===== config.mk =====
export PLATFORM = sky130hd
export DESIGN_NAME = phase_accumulator
export DESIGN_NICKNAME = d
export VERILOG_FILES = /design/src/rtl/phase_accumulator.sv
export SDC_FILE = /design/constraint.sdc
export NUM_CORES = 1
export LEC_CHECK = 0
export CAP_MARGIN = 0
export CORE_UTILIZATION = 52
export DETAILED_ROUTE_END_ITERATION = 8
export PLACE_DENSITY_LB_ADDON = 0.05
export RECOVER_POWER = 100
export SLEW_MARGIN = 20
export SYNTH_ARGS = -nofsm -noshare
export SYNTH_HDL_FRONTEND = slang
export SYNTH_SLANG_ARGS = --single-unit

===== constraint.sdc =====
create_clock -name clk -period 5.5 [get_ports clk]
set_input_delay 1.1 -clock clk [delete_from_list [all_inputs] [get_ports clk]]
set_output_delay 1.1 -clock clk [all_outputs]
set_load 0.02 [all_outputs]

===== src/rtl/phase_accumulator.sv =====
`default_nettype none
// ============================================================================
// Module      : phase_accumulator
// Description : NCO phase accumulator producing the 10-bit {cycle, LUT index}
//               word for the downstream 64-point sine generator.
// Revision    : 1.0 - initial release
// ============================================================================
module phase_accumulator #(
    parameter int ACC_W = 16,
    parameter int DIV_W = 16
) (
    input  logic             clk,
    input  logic             rst_n,
    input  logic             en,
    input  logic [ACC_W-1:0] ftw,
    input  logic             ftw_load,
    input  logic [DIV_W-1:0] div,
    input  logic [5:0]       phase_off,
    input  logic             sync,
    output logic [9:0]       t,
    output logic             t_valid,
    output logic             wrap
);

    localparam logic [0:0] c_st_idle = 1'b0;
    localparam logic [0:0] c_st_run  = 1'b1;

    logic [0:0]       r_state;
    logic [ACC_W-1:0] r_acc;
    logic [ACC_W-1:0] r_ftw_shadow;
    logic [ACC_W-1:0] r_ftw_act;
    logic             r_pend;
    logic [DIV_W-1:0] r_presc;
    logic [3:0]       r_cyc;
    logic [9:0]       r_t;
    logic             r_t_valid;
    logic             r_wrap;

    logic             w_run;
    logic             w_tick;
    logic             w_xfer;
    logic [ACC_W-1:0] w_ftw_eff;
    logic [ACC_W:0]   w_sum;
    logic [3:0]       w_cyc_next;
    logic [5:0]       w_idx;

    // ">=" rather than "==" so a div shrunk below the running count ticks at once
    assign w_run      = (r_state == c_st_run) && en;
    assign w_tick     = w_run && (r_presc >= div);

    // A pending shadow word is promoted on a real tick, or at any time while idle
    assign w_xfer     = r_pend && ((w_tick && !sync) || (r_state == c_st_idle));
    assign w_ftw_eff  = r_pend ? r_ftw_shadow : r_ftw_act;

    assign w_sum      = {1'b0, r_acc} + {1'b0, w_ftw_eff};
    assign w_cyc_next = r_cyc + {3'b000, w_sum[ACC_W]};
    assign w_idx      = w_sum[ACC_W-1 -: 6] + phase_off;

    always_ff @(posedge clk or negedge rst_n) begin
        if (!rst_n) begin
            r_state      <= c_st_idle;
            r_acc        <= '0;
            r_ftw_shadow <= '0;
            r_ftw_act    <= '0;
            r_pend       <= 1'b0;
            r_presc      <= '0;
            r_cyc        <= '0;
            r_t          <= '0;
            r_t_valid    <= 1'b0;
            r_wrap       <= 1'b0;
        end else begin
            r_t_valid <= 1'b0;
            r_wrap    <= 1'b0;
            r_state   <= en ? c_st_run : c_st_idle;

            if (ftw_load) begin
                r_ftw_shadow <= ftw;
            end
            if (w_xfer) begin
                r_ftw_act <= r_ftw_shadow;
            end
            if (ftw_load) begin
                r_pend <= 1'b1;
            end else if (w_xfer) begin
                r_pend <= 1'b0;
            end

            if (sync) begin
                r_acc     <= '0;
                r_presc   <= '0;
                r_cyc     <= '0;
                r_t       <= {4'b0000, phase_off};
                r_t_valid <= 1'b1;
            end else if (w_tick) begin
                r_acc     <= w_sum[ACC_W-1:0];
                r_presc   <= '0;
                r_cyc     <= w_cyc_next;
                r_t       <= {w_cyc_next, w_idx};
                r_t_valid <= 1'b1;
                r_wrap    <= w_sum[ACC_W];
            end else if (w_run) begin
                r_presc <= r_presc + DIV_W'(1);
            end else begin
                r_presc <= '0;
            end
        end
    end

    assign t       = r_t;
    assign t_valid = r_t_valid;
    assign wrap    = r_wrap;

endmodule
`default_nettype wire

==> impl_metrics.toml, run 1 <==
[layout]
diodes = 0
final_common_cell = "dfrtp_1"
final_nets = 560
layout_common_cells = "78 x dfrtp_1, 48 x mux2_2, 40 x ha_1, 37 x clkdlybuf4s50_1, 33 x nor2_1"
final_area_um2 = 5390
drive_above_1_share_pct = 14.2
fin_cells = 585
n_fill_cell = 702
area.growth.synth_to_final_pct = 17.9
multi_input_area_um2 = 2430
regArea_um2 = 1950

[timing]
slew_viol_final = 96
worst_slew_pin_slew_ns = 3.53
final-setup-viol-count = 0
setup_tns_ns = 0
hold_viol_final = 0
period_minus_slack_ns = 4.87
skew_ns = 0.0108
rsz0062_at_grt = "no"
layout_setup_ws_ns = 0.630
timing.slew.headroom_pct = -135
fmax_ghz = 0.205
fin_crit_sh_pct = 88.5

[drt]
routed_wl_mm = 8.82
vias_per_cell = 5.51
route.vias.total = 3221
dr.pass1.iters = 4
antenna_left = 0
wl_per_cell_um = 15.1
drtIter0Drc = 65
drc = 0

[synthesis]
synth-seq-cells = 78
ys_seq_area_share_pct = 42.7
syn_area_um2 = 4570
netlist_instances = 418
syn_nets = 503
synth.distinct_cells = 47
synth_async_sr_flop_share_pct = 100
syn_area_per_cell_um2 = 10.9
yosysWarnings = 0
yosys_most_used_dff = "dfrtp_1"
synth_edf_count = 0

[clock_tree]
clockRootBuffer = "clkbuf_8"
cts_tree = "done"
numCtsBuffers = 9
cts.sinks = 78
htreeDepth = 3
clock_path_buffers = 2
insertion_delay_ns = 0.35
cts_resized = 0
post-cts-setup-buffer-count = 0
hold_buffers = 0
clk_pin_slew_ns = 0.08

[place]
dp.cells = 569
dp_slack_ns = 0.951
io_buffers = 54
gp_congestion = 0.805
hpwlAfterDp_mm = 6.43
post_dp_cell_area_um2 = 5210

[grt]
grt_pass1_wl_mm = 15.0
grt_overflow = 0
track_usage_pct = 21.4
grt_max_degree = 79
grt_pass1_vias = 3236
antenna_found_initial = 0

[worst_setup_path]
crit_fanout = 12
cp.arrival_ns = 5.11
cp.required_ns = 5.74
crit_path_end_kind = "flip-flop"
crit_path_start_kind = "flip-flop"
crit_type = "reg2reg"

[floorplanning]
dieArea_um2 = 9170
core_um2 = 8340
start_util_pct = 54.8
rows = 33
die_x_um = 95.8
num_io_pins = 55
die_h_um = 95.8

[power_and_ir_drop]
leakage_nw = 2.54
ir_drop_mv = 0.131
power_mw = 1.36
powerDensity_nw_per_um2 = 252

[run_status]
violations = "capacitance limit, slew limit"
status = "complete, but fails checks"

[run]
drv_cap = 2

[worst_hold_path]
hold_class = "reg2reg"
==> through the flow <==
step           hold WS [ns]  utilization [%]
6_report              0.510             64.6
5_1_grt               0.519             64.6
2_1_floorplan         0.456                -
3_3_place_gp          0.487             62.5
4_1_cts               0.511             65.0
3_5_place_dp          0.492             62.5
==> worst max-delay path: stages (launching register included) <==
cell and delay, ns:
dfrtp_1 0.51, clkbuf_1 0.51, mux2_2 0.40, ha_1 0.33
o21a_1 0.20, o21a_1 0.17, a21boi_0 0.17, or2_2 0.33
a21oi_1 0.25, o21a_1 0.16, xor2_1 0.27, inv_1 0.08
ha_1 0.27, a21o_1 0.17, a21oi_1 0.22, o21bai_1 0.10
a21oi_1 0.18, xnor2_1 0.16, a31oi_1 0.11, a2bb2oi_1 0.18
==> cells in the mapped netlist (all sizes together) (2+ instances only) <==
cell    number  share of area (%)
dfrtp       78                 43
mux2        48                 12
ha          40                 11
nor2        33                2.7
inv         28                2.3
a21oi       20                2.4
xnor2       20                3.8
nand2       19                1.6
a21o        13                2.1
o21ai       13                1.5
xor2        13                2.5
mux2i       11                2.4
nand3       11                1.2
a22o         9                1.7
and3         7               0.96
clkbuf       6               0.49
buf          5               0.68
a211oi       4               0.66
nand4        4               0.55
o21a         4               0.66
a21boi       3               0.57
nand2b       3               0.41
nor3         3               0.44
o21bai       3               0.49
a221oi       2               0.52
a31oi        2               0.27
and2         2               0.27
fa           2               0.88
o211ai       2               0.33
==> per-layer routing <==
metal	vias up	GRT usage, %	share of wire [%]
met3	11	3.08	3.0
met5	-	0	0
met2	51	36.0	48
li1	1593	-	-
met1	1566	28.1	48
met4	0	7.84	1.5
==> layout make-up <==
class	instances	area share, %
clock inverter	5	1.51
timing repair buffer	57	10.3
tap	105	2.44
multi-input combinational	301	45.1
inverter	28	1.95
sequential	78	36.2
clock buffer	11	2.44
==> worst paths after layout <==
kind	slack, ns	cells past startpoint	from	end
worst min-delay path	0.51	1	r_ftw_act[10]$_DFFE_PN0P_	r_ftw_act[10]$_DFFE_PN0P_
max in group asynchronous	1.35	1	rst_n	r_acc[7]$_DFFE_PN0P_
worst min register to register	0.51	1	r_ftw_act[10]$_DFFE_PN0P_	r_ftw_act[10]$_DFFE_PN0P_
min in group asynchronous	2.15	1	rst_n	r_presc[8]$_DFF_PN0_
worst max register to register	0.63	19	r_pend$_DFFE_PN0P_	t[5]$_DFFE_PN0P_
worst max-delay path	0.63	19	r_pend$_DFFE_PN0P_	t[5]$_DFFE_PN0P_
==> logic make-up after synthesis <==
family | Yosys count | share of synthesized area [%]
AND/OR/NAND/NOR | 85 | 8.57
AO/OA/AOI/OAI | 82 | 12.9
flip-flops | 78 | 42.7
multiplexers | 59 | 14.2
adder cells (fa/ha/maj) | 42 | 11.8
buffers and inverters | 39 | 3.48
XOR/XNOR | 33 | 6.32
==> report_power, final <==
group / leakage [nW] / internal [mW] / switching, mW
Combinational: 1.44 / 0.133 / 0.117
Sequential: 0.998 / 0.614 / 0.0244
Clock: 0.104 / 0.257 / 0.211
==> registers in the layout, summed over array words and instances, names as in the netlist <==
register / count
r_state: 1
r_ftw_shadow: 16
wrap: 1
t_valid: 1
r_acc: 16
r_ftw_act: 16
t: 6
r_cyc: 4
r_pend: 1
r_presc: 16
Power figures use the tool's default switching activity.
==> inputs of run 2 (changes only) <==
--- a/config.mk
+++ b/config.mk
@@ -5,7 +5,8 @@
 export SDC_FILE = /design/constraint.sdc
 export NUM_CORES = 1
 export LEC_CHECK = 0
-export CAP_MARGIN = 0
+export ABC_CLOCK_PERIOD_IN_PS = 5500
+export CAP_MARGIN = 20
 export CORE_UTILIZATION = 52
 export DETAILED_ROUTE_END_ITERATION = 8
 export PLACE_DENSITY_LB_ADDON = 0.05
@@ -14,3 +15,4 @@
 export SYNTH_ARGS = -nofsm -noshare
 export SYNTH_HDL_FRONTEND = slang
 export SYNTH_SLANG_ARGS = --single-unit
+export TNS_END_PERCENT = 30
==> results of run 2 <==
Same layout as run 1: the final DEF is identical, and so are final timing and power.
